## config.mk

```make
export PLATFORM = sky130hd
export DESIGN_NAME = vec_mem_seq
export DESIGN_NICKNAME = d
export VERILOG_FILES = /design/src/rtl/vec_pkg.sv /design/src/rtl/vec_rd_capture.sv /design/src/rtl/vec_mem_seq.sv
export SDC_FILE = /design/constraint.sdc
export NUM_CORES = 1
export LEC_CHECK = 0
export ABC_AREA = 1
export CAP_MARGIN = 20
export CORE_UTILIZATION = 40
export DETAILED_ROUTE_END_ITERATION = 6
export PLACE_DENSITY = 0.66
export SLEW_MARGIN = 20
export SYNTH_ARGS = -nofsm -noshare
export SYNTH_HDL_FRONTEND = slang
export SYNTH_HIERARCHICAL = 1
export SYNTH_SLANG_ARGS = --single-unit
export TNS_END_PERCENT = 20
```

## constraint.sdc

```tcl
create_clock -name clk -period 2.9 [get_ports clk]
set_input_delay 0.58 -clock clk [delete_from_list [all_inputs] [get_ports clk]]
set_output_delay 0.58 -clock clk [all_outputs]
set_load 0.03 [all_outputs]
```

## src/rtl/vec_pkg.sv

```systemverilog
// Shared constants, typedefs and sequencer state encoding for the vector memory path.
package vec_pkg;
  localparam int unsigned LANES = 16;
  localparam int unsigned AW    = 16;
  localparam int unsigned DW    = 8;
  localparam int unsigned LW    = $clog2(LANES);

  typedef logic [LW-1:0] lane_t;
  typedef logic [AW-1:0] addr_t;
  typedef logic [DW-1:0] elem_t;

  typedef enum logic [1:0] {IDLE, ISSUE, DRAIN, FIN} seq_state_t;
endpackage

```

## src/rtl/vec_rd_capture.sv

```systemverilog
// Read-return pipeline: tracks lane index/valid for RD_LAT cycles and lands
// returned memory data into the matching lane of the load vector.
module vec_rd_capture
  import vec_pkg::*;
#(
  parameter int unsigned RD_LAT = 1
) (
  input  logic                      clk,
  input  logic                      rst,
  input  logic                      adv_i,
  input  logic                      vld_i,
  input  lane_t                     lane_i,
  input  elem_t                     rdata_i,
  output logic [LANES-1:0][DW-1:0]  ld_vec_o
);

  logic  [RD_LAT-1:0] vld_q;
  lane_t [RD_LAT-1:0] lane_q;

  always_ff @(posedge clk) begin
    if (rst) begin
      vld_q    <= '0;
      lane_q   <= '0;
      ld_vec_o <= '0;
    end else if (adv_i) begin
      vld_q[0]  <= vld_i;
      lane_q[0] <= lane_i;
      for (int k = 1; k < int'(RD_LAT); k++) begin
        vld_q[k]  <= vld_q[k-1];
        lane_q[k] <= lane_q[k-1];
      end
      // Tail stage lines up with the data returned for that lane's address
      if (vld_q[RD_LAT-1]) begin
        ld_vec_o[lane_q[RD_LAT-1]] <= rdata_i;
      end
    end
  end

endmodule

```

## src/rtl/vec_mem_seq.sv

```systemverilog
// Vector load/store sequencer: walks 16 snapshotted lane addresses through a
// single-port data memory, one lane per cycle, then signals done.
module vec_mem_seq
  import vec_pkg::*;
#(
  parameter int unsigned RD_LAT = 1
) (
  input  logic                      clk,
  input  logic                      rst,
  input  logic                      start,
  input  logic                      is_store,
  input  logic [LANES-1:0][AW-1:0]  addr_vec,
  input  logic [LANES-1:0][DW-1:0]  st_vec,
  output logic [AW-1:0]             mem_addr,
  output logic                      mem_we,
  output logic [DW-1:0]             mem_wdata,
  input  logic [DW-1:0]             mem_rdata,
  output logic [LANES-1:0][DW-1:0]  ld_vec,
  output logic                      busy,
  output logic                      done
);

  localparam int unsigned DLW = 2;

  seq_state_t               state_q;
  lane_t                    lane_q;
  logic [DLW-1:0]           drain_q;
  logic                     store_q;
  logic [LANES-1:0][AW-1:0] addr_snap_q;
  logic [LANES-1:0][DW-1:0] st_snap_q;
  addr_t                    mem_addr_q;
  logic                     mem_we_q;
  elem_t                    mem_wdata_q;
  logic                     busy_q;
  logic                     done_q;

  lane_t lane_nxt_c;
  logic  cap_adv_c;
  logic  cap_vld_c;

  assign lane_nxt_c = lane_q + lane_t'(1);
  assign cap_adv_c  = (state_q == ISSUE) || (state_q == DRAIN);
  assign cap_vld_c  = (state_q == ISSUE) && !store_q;

  // Sequencer FSM; memory drive for lane i is registered so it appears in the i-th ISSUE cycle
  always_ff @(posedge clk) begin
    if (rst) begin
      state_q     <= IDLE;
      lane_q      <= '0;
      drain_q     <= '0;
      store_q     <= 1'b0;
      addr_snap_q <= '0;
      st_snap_q   <= '0;
      mem_addr_q  <= '0;
      mem_we_q    <= 1'b0;
      mem_wdata_q <= '0;
      busy_q      <= 1'b0;
      done_q      <= 1'b0;
    end else begin
      done_q      <= 1'b0;
      mem_we_q    <= 1'b0;
      mem_wdata_q <= '0;
      case (state_q)
        IDLE: begin
          if (start) begin
            addr_snap_q <= addr_vec;
            st_snap_q   <= st_vec;
            store_q     <= is_store;
            lane_q      <= '0;
            busy_q      <= 1'b1;
            mem_addr_q  <= addr_vec[0];
            mem_we_q    <= is_store;
            mem_wdata_q <= is_store ? st_vec[0] : '0;
            state_q     <= ISSUE;
          end
        end
        ISSUE: begin
          if (lane_q == lane_t'(LANES - 1)) begin
            drain_q <= '0;
            if (store_q) begin
              busy_q  <= 1'b0;
              done_q  <= 1'b1;
              state_q <= FIN;
            end else begin
              state_q <= DRAIN;
            end
          end else begin
            lane_q      <= lane_nxt_c;
            mem_addr_q  <= addr_snap_q[lane_nxt_c];
            mem_we_q    <= store_q;
            mem_wdata_q <= store_q ? st_snap_q[lane_nxt_c] : '0;
          end
        end
        DRAIN: begin
          if (drain_q == DLW'(RD_LAT - 1)) begin
            busy_q  <= 1'b0;
            done_q  <= 1'b1;
            state_q <= FIN;
          end else begin
            drain_q <= drain_q + DLW'(1);
          end
        end
        FIN: begin
          state_q <= IDLE;
        end
        default: begin
          state_q <= IDLE;
        end
      endcase
    end
  end

  vec_rd_capture #(
    .RD_LAT (RD_LAT)
  ) u_cap (
    .clk      (clk),
    .rst      (rst),
    .adv_i    (cap_adv_c),
    .vld_i    (cap_vld_c),
    .lane_i   (lane_q),
    .rdata_i  (mem_rdata),
    .ld_vec_o (ld_vec)
  );

  assign mem_addr  = mem_addr_q;
  assign mem_we    = mem_we_q;
  assign mem_wdata = mem_wdata_q;
  assign busy      = busy_q;
  assign done      = done_q;

endmodule

```

Yosys cells after proc, flatten, opt, wreduce, memory -nomap -nowiden
Cells that the tools add are included.
{ "totals": {"input_bits": 396, "latch_bits": 0, "n_memories": 0, "mem_bits_ro": 0, "wordCells": 127, "register_bits": 553, "mem_bits_rw": 0, "out_inout_bits": 155} }
{ "classes": {"reduce_logical": 15, "n_eq_ne": 10, "n_shift": 0, "n_bitwise": 0, "order_cmp": 3, "multipliers": 0, "add_sub_neg": 2, "div_mod_pow": 0, "mux": 38} }
{ "ops": {"columns": ["cell", "count"], "rows": [
  ["$bwmux 128", 1],
  ["$bmux 16 s4", 1],
  ["$mux 16", 3],
  ["$mux 8", 6],
  ["$bmux 8 s4", 1],
  ["$demux 8 s4", 1],
  ["$pmux 16 s2", 1],
  ["$pmux 8 s2", 1],
  ["$lt 4x5->1 const B", 2],
  ["$mux 1", 10],
  ["$mux 2", 5],
  ["$reduce_and 3->1", 3],
  ["$mux 4", 2],
  ["$ne 2x2->1 const B", 4],
  ["$pmux 2 s4", 1],
  ["$pmux 4 s2", 1],
  ["$reduce_and 5->1", 1],
  ["$add 4x1->4 const B", 1],
  ["$eq 2x2->1 const B", 2],
  ["$eq 4x4->1 const B", 1],
  ["$ge 4x1->1 const B", 1],
  ["$logic_not 2->1", 2],
  ["$ne 2x1->1 const B", 2],
  ["$pmux 1 s2", 2],
  ["10 further kinds", 13]
]} }

Longest topological paths before layout
{ "logic_depth": {"ltp_word": 6, "depth_mapped": 11, "depth_no_buf": 9} }

By module
Netlist, hierarchy kept.
{ "by_module_without_submodules": {"columns": ["module", "area_each_um2", "seq_area_each_um2", "n_inst", "cells_each"], "rows": [
  ["vec_mem_seq", 18450.2, 8408.1, 1, 2657],
  ["vec_rd_capture", 5819.3, 2662.6, 1, 879]
]} }

Least setup slack after synthesis
No wires, ideal clock.
{ "synth_path": {"path_type": "register to register", "from": "reg state_q[0]", "to": "reg addr_snap_q[100] in the netlist's numbering", "t_arrival_ns": 1.635, "path_slack_ns": 1.136, "synth_period_minus_slack_ns": 1.764, "required_time_ns": 2.772, "setup_ns": 0.128, "path_buffers": 3, "path_stages_with_launch": 8, "cell_sequence": "dfxtp_1 > inv_1 > ha_1 > nand2_1 > buf_2 > clkbuf_1 > clkbuf_1 > a21oi_1"} }
{ "synth_between": {"elab_chain_len": 2} }
{ "synth_rtl": {"columns": ["item", "line", "rtl"], "rows": [
  ["from (decl)", "vec_mem_seq.sv:25", "seq_state_t state_q;"],
  ["from (signal assigned)", "vec_mem_seq.sv:48", "state_q <= IDLE;"],
  ["from (signal assigned)", "vec_mem_seq.sv:74", "state_q <= ISSUE;"],
  ["from (signal assigned)", "vec_mem_seq.sv:83", "state_q <= FIN;"],
  ["$logic_not 2->1", "vec_mem_seq.sv:63", "case (state_q)"],
  ["$reduce_and 2->1 (no source line)", null, null],
  ["to (signal assigned)", "vec_mem_seq.sv:66", "addr_snap_q <= addr_vec;"],
  ["to (decl)", "vec_mem_seq.sv:29", "logic [LANES-1:0][AW-1:0] addr_snap_q;"]
]} }
Every way passes these cells.
A chain may end at the register's enable or synchronous reset.

Worst setup path in the final report
{ "layout_path": {"from": "reg mem_addr_q[0] (netlist: mem_addr[0])", "to": "out mem_addr[0]"} }
{ "layout_lines": {"columns": ["item", "line", "rtl"], "rows": [
  ["from (decl)", "vec_mem_seq.sv:31", "addr_t mem_addr_q;"],
  ["from (signal assigned)", "vec_mem_seq.sv:71", "mem_addr_q <= addr_vec[0];"],
  ["from (signal assigned)", "vec_mem_seq.sv:89", "mem_addr_q <= addr_snap_q[lane_nxt_c];"],
  ["to (decl)", "vec_mem_seq.sv:14", "output logic [AW-1:0] mem_addr,"]
]} }
No word-level cell between the ends.

==> impl_metrics.json <==
{
  "die_y_um": 248,
  "cp_cell_sequence": "clkdlybuf4s50_1",
  "gp_congestion": 0.831,
  "postCtsSetupBuffers": 0,
  "crit_arrival_ns": 1.75,
  "syn_area_um2": 24300,
  "antenna_found_initial": 8,
  "nets": 4332,
  "status": "complete, no violations",
  "wire_per_inst_um": 17.3,
  "areaGrowthSynthToFinish_pct": 33.1,
  "ant_nets": 0,
  "setup_viol_count_final": 0,
  "hold-path-endpoint": "addr_snap_q[217]",
  "hold_class": "reg -> reg",
  "avgSynthCellArea_um2": 6.86,
  "utilization_pct": 54.3,
  "synthCells": 3536,
  "fillCellCount": 5808,
  "path_max_fanout": 2,
  "viasPerCell": 5.01,
  "seq_area_frac_synth_pct": 45.6,
  "num_rows": 89,
  "cts_resized": 0,
  "ys_ff_latch": 553,
  "cp_num_buf_inv": 1,
  "leakage_nw": 13.0,
  "cp-start-kind": "flop",
  "clock-sinks": 553,
  "r2r_cells": 9,
  "pwr-share-seq_pct": 35.0,
  "layout_common_cells": "nand2_1 (565), dfxtp_1 (552), clkdlybuf4s50_1 (549)",
  "grt-ovfl-total": 0,
  "clock_skew_ns": 0.0208,
  "core_um2": 59500,
  "vdd_drop_max_v": 0.000624,
  "num_vias": 23800,
  "place_ws_ns": 0.550,
  "drtIter0Drc": 1791,
  "synth_nets": 3938,
  "root_buffer": "clkbuf_16",
  "stdcell_count": 4752,
  "switching_share_pct": 38.1,
  "cp.required_ns": 2.32,
  "cpPeakStageDelay_ns": 0.79,
  "cap_viol_max_count": 0,
  "yosys_warnings": 6,
  "grt_first_pass_wirelength_um": 124000,
  "p_int_mw": 17.2,
  "crit_path_start": "mem_addr[0]",
  "ff2ff_setup_slack_ns": 0.62,
  "crit_type": "reg -> out",
  "cts_tree": "done",
  "io_pins": 551,
  "clock_latency_ns": 0.63,
  "critPathSlowestCell": "clkdlybuf4s50_1",
  "drt-pass1-iter-count": 6,
  "rsz0062_at_grt": "no",
  "tns_ns": 0,
  "fin_crit_sh_pct": 80.4,
  "r2r-end": "u_cap/ld_vec_o[64]",
  "power.density_nw_per_um2": 857,
  "port_buffers": 550,
  "timing_max_transition_violations_final": 0,
  "power_frac_clock_pct": 27.7,
  "start_util_pct": 40.8,
  "ctsHoldBuffers": 0,
  "layout_setup_ws_ns": 0.569,
  "final-hold-violation-count": 0,
  "grt_max_degree": 161,
  "switchingPower_mw": 10.6,
  "layout_min_cycle_time_ns": 2.33,
  "wl_um": 82100,
  "post-dp-hpwl_um": 56400,
  "numCtsBuffers": 60,
  "htree_num_levels": 2,
  "dp_cells": 4641,
  "final_common_cell": "nand2_1",
  "drive_above_1_share_pct": 4.48,
  "grt_pass1_vias": 21400,
  "grt_usage_pct": 25.8,
  "combPwrFrac_pct": 37.3,
  "clockBufferDepth": 3,
  "maxSlewHeadroom_pct": 38.0,
  "worst_slew_pin_slew_ns": 0.927,
  "die_w_um": 248,
  "clk_pin_slew_ns": 0.06,
  "min_from": "addr_snap_q[217]",
  "max_freq_ghz": 0.429,
  "synth_cell_type_count": 27,
  "route.detailed.drc": 0,
  "r2r-start": "state_q[0]",
  "critical-path-top-delay-family": "buffers and inverters",
  "die_area_um2": 61700,
  "holdPathStages": 2,
  "endpoint_kind": "output pin"
}
==> through the flow <==
step	area [um2]	hold slack, ns	power (mW)
after floorplan	24300	0.429	16.9
after global placement	30300	0.438	20.0
after detailed placement	30300	0.441	20.1
after CTS	32300	0.450	27.8
after global routing	32300	0.465	29.5
final	32300	0.450	27.7
==> power groups by stage <==
stage	Sequential (mW)	Clock (mW)	Combinational, mW
floorplan	10.0	0	6.86
global placement	9.83	0	10.2
detailed placement	9.87	0	10.3
CTS	9.71	7.78	10.3
global route	9.86	8.09	11.6
finish	9.71	7.67	10.3
==> synth_stat cells (all sizes together) <==
cell / n / area share, %
nor3: 1 / 0.021
xnor2: 1 / 0.036
ha: 6 / 0.31
inv: 460 / 7.1
dfxtp: 553 / 46
or2: 2 / 0.052
nand2: 567 / 8.8
clkbuf: 163 / 2.5
o211ai: 42 / 1.3
nor2: 404 / 6.4
nand3: 381 / 8.0
buf: 107 / 2.2
a21oi: 401 / 8.3
xor2: 2 / 0.10
o21ai: 416 / 8.6
nand4: 27 / 0.70
a211oi: 3 / 0.093
==> cells by family after synthesis <==
group | share of synthesized area (%)
fa+ha+maj | 0.309
compound gates | 18.2
xor+xnor | 0.139
buf+inv | 11.8
simple gates | 23.9
flops | 45.6
==> area by class of cell <==
cell class | count | area (um2) | share of cell area (%)
sequential | 553 | 11100 | 34.3
clock buffer | 97 | 1860 | 5.76
inverter | 460 | 1740 | 5.38
antenna | 5 | 12.5 | 0.0387
timing repair buffer | 602 | 6140 | 19.0
clock inverter | 9 | 105 | 0.325
tap | 773 | 967 | 2.99
multi-input combinational | 2253 | 10400 | 32.2
==> layer usage <==
metal	GRT usage (%)	vias to the layer above	wire length [um]
met5	0	-	41
met4	9.42	6	2710
met1	35.5	10800	36300
met3	3.92	134	5710
li1	-	12100	-
met2	40.6	761	37400
==> how the worst max path moves through the flow <==
| stage | to | depth (start not counted) |
|---|---|---|
| finish | mem_addr[0] | 1 |
| global route | u_cap/ld_vec_o[121] | 8 |
| CTS | mem_addr[0] | 1 |
| detailed placement | mem_addr[2] | 6 |
| global placement | mem_addr[5] | 6 |
| floorplan | addr_snap_q[100] | 7 |
==> state kept, by name (all words and copies together), names as in the netlist <==
signal	count
drain_q	2
u_cap/ld_vec_o	128
u_cap/vld_q	1
u_cap/lane_q	4
done	1
mem_wdata	8
state_q	2
busy	1
addr_snap_q	256
mem_we	1
store_q	1
mem_addr	16
lane_q	4
st_snap_q	128
No activity file was read; power rests on OpenSTA's default activity.
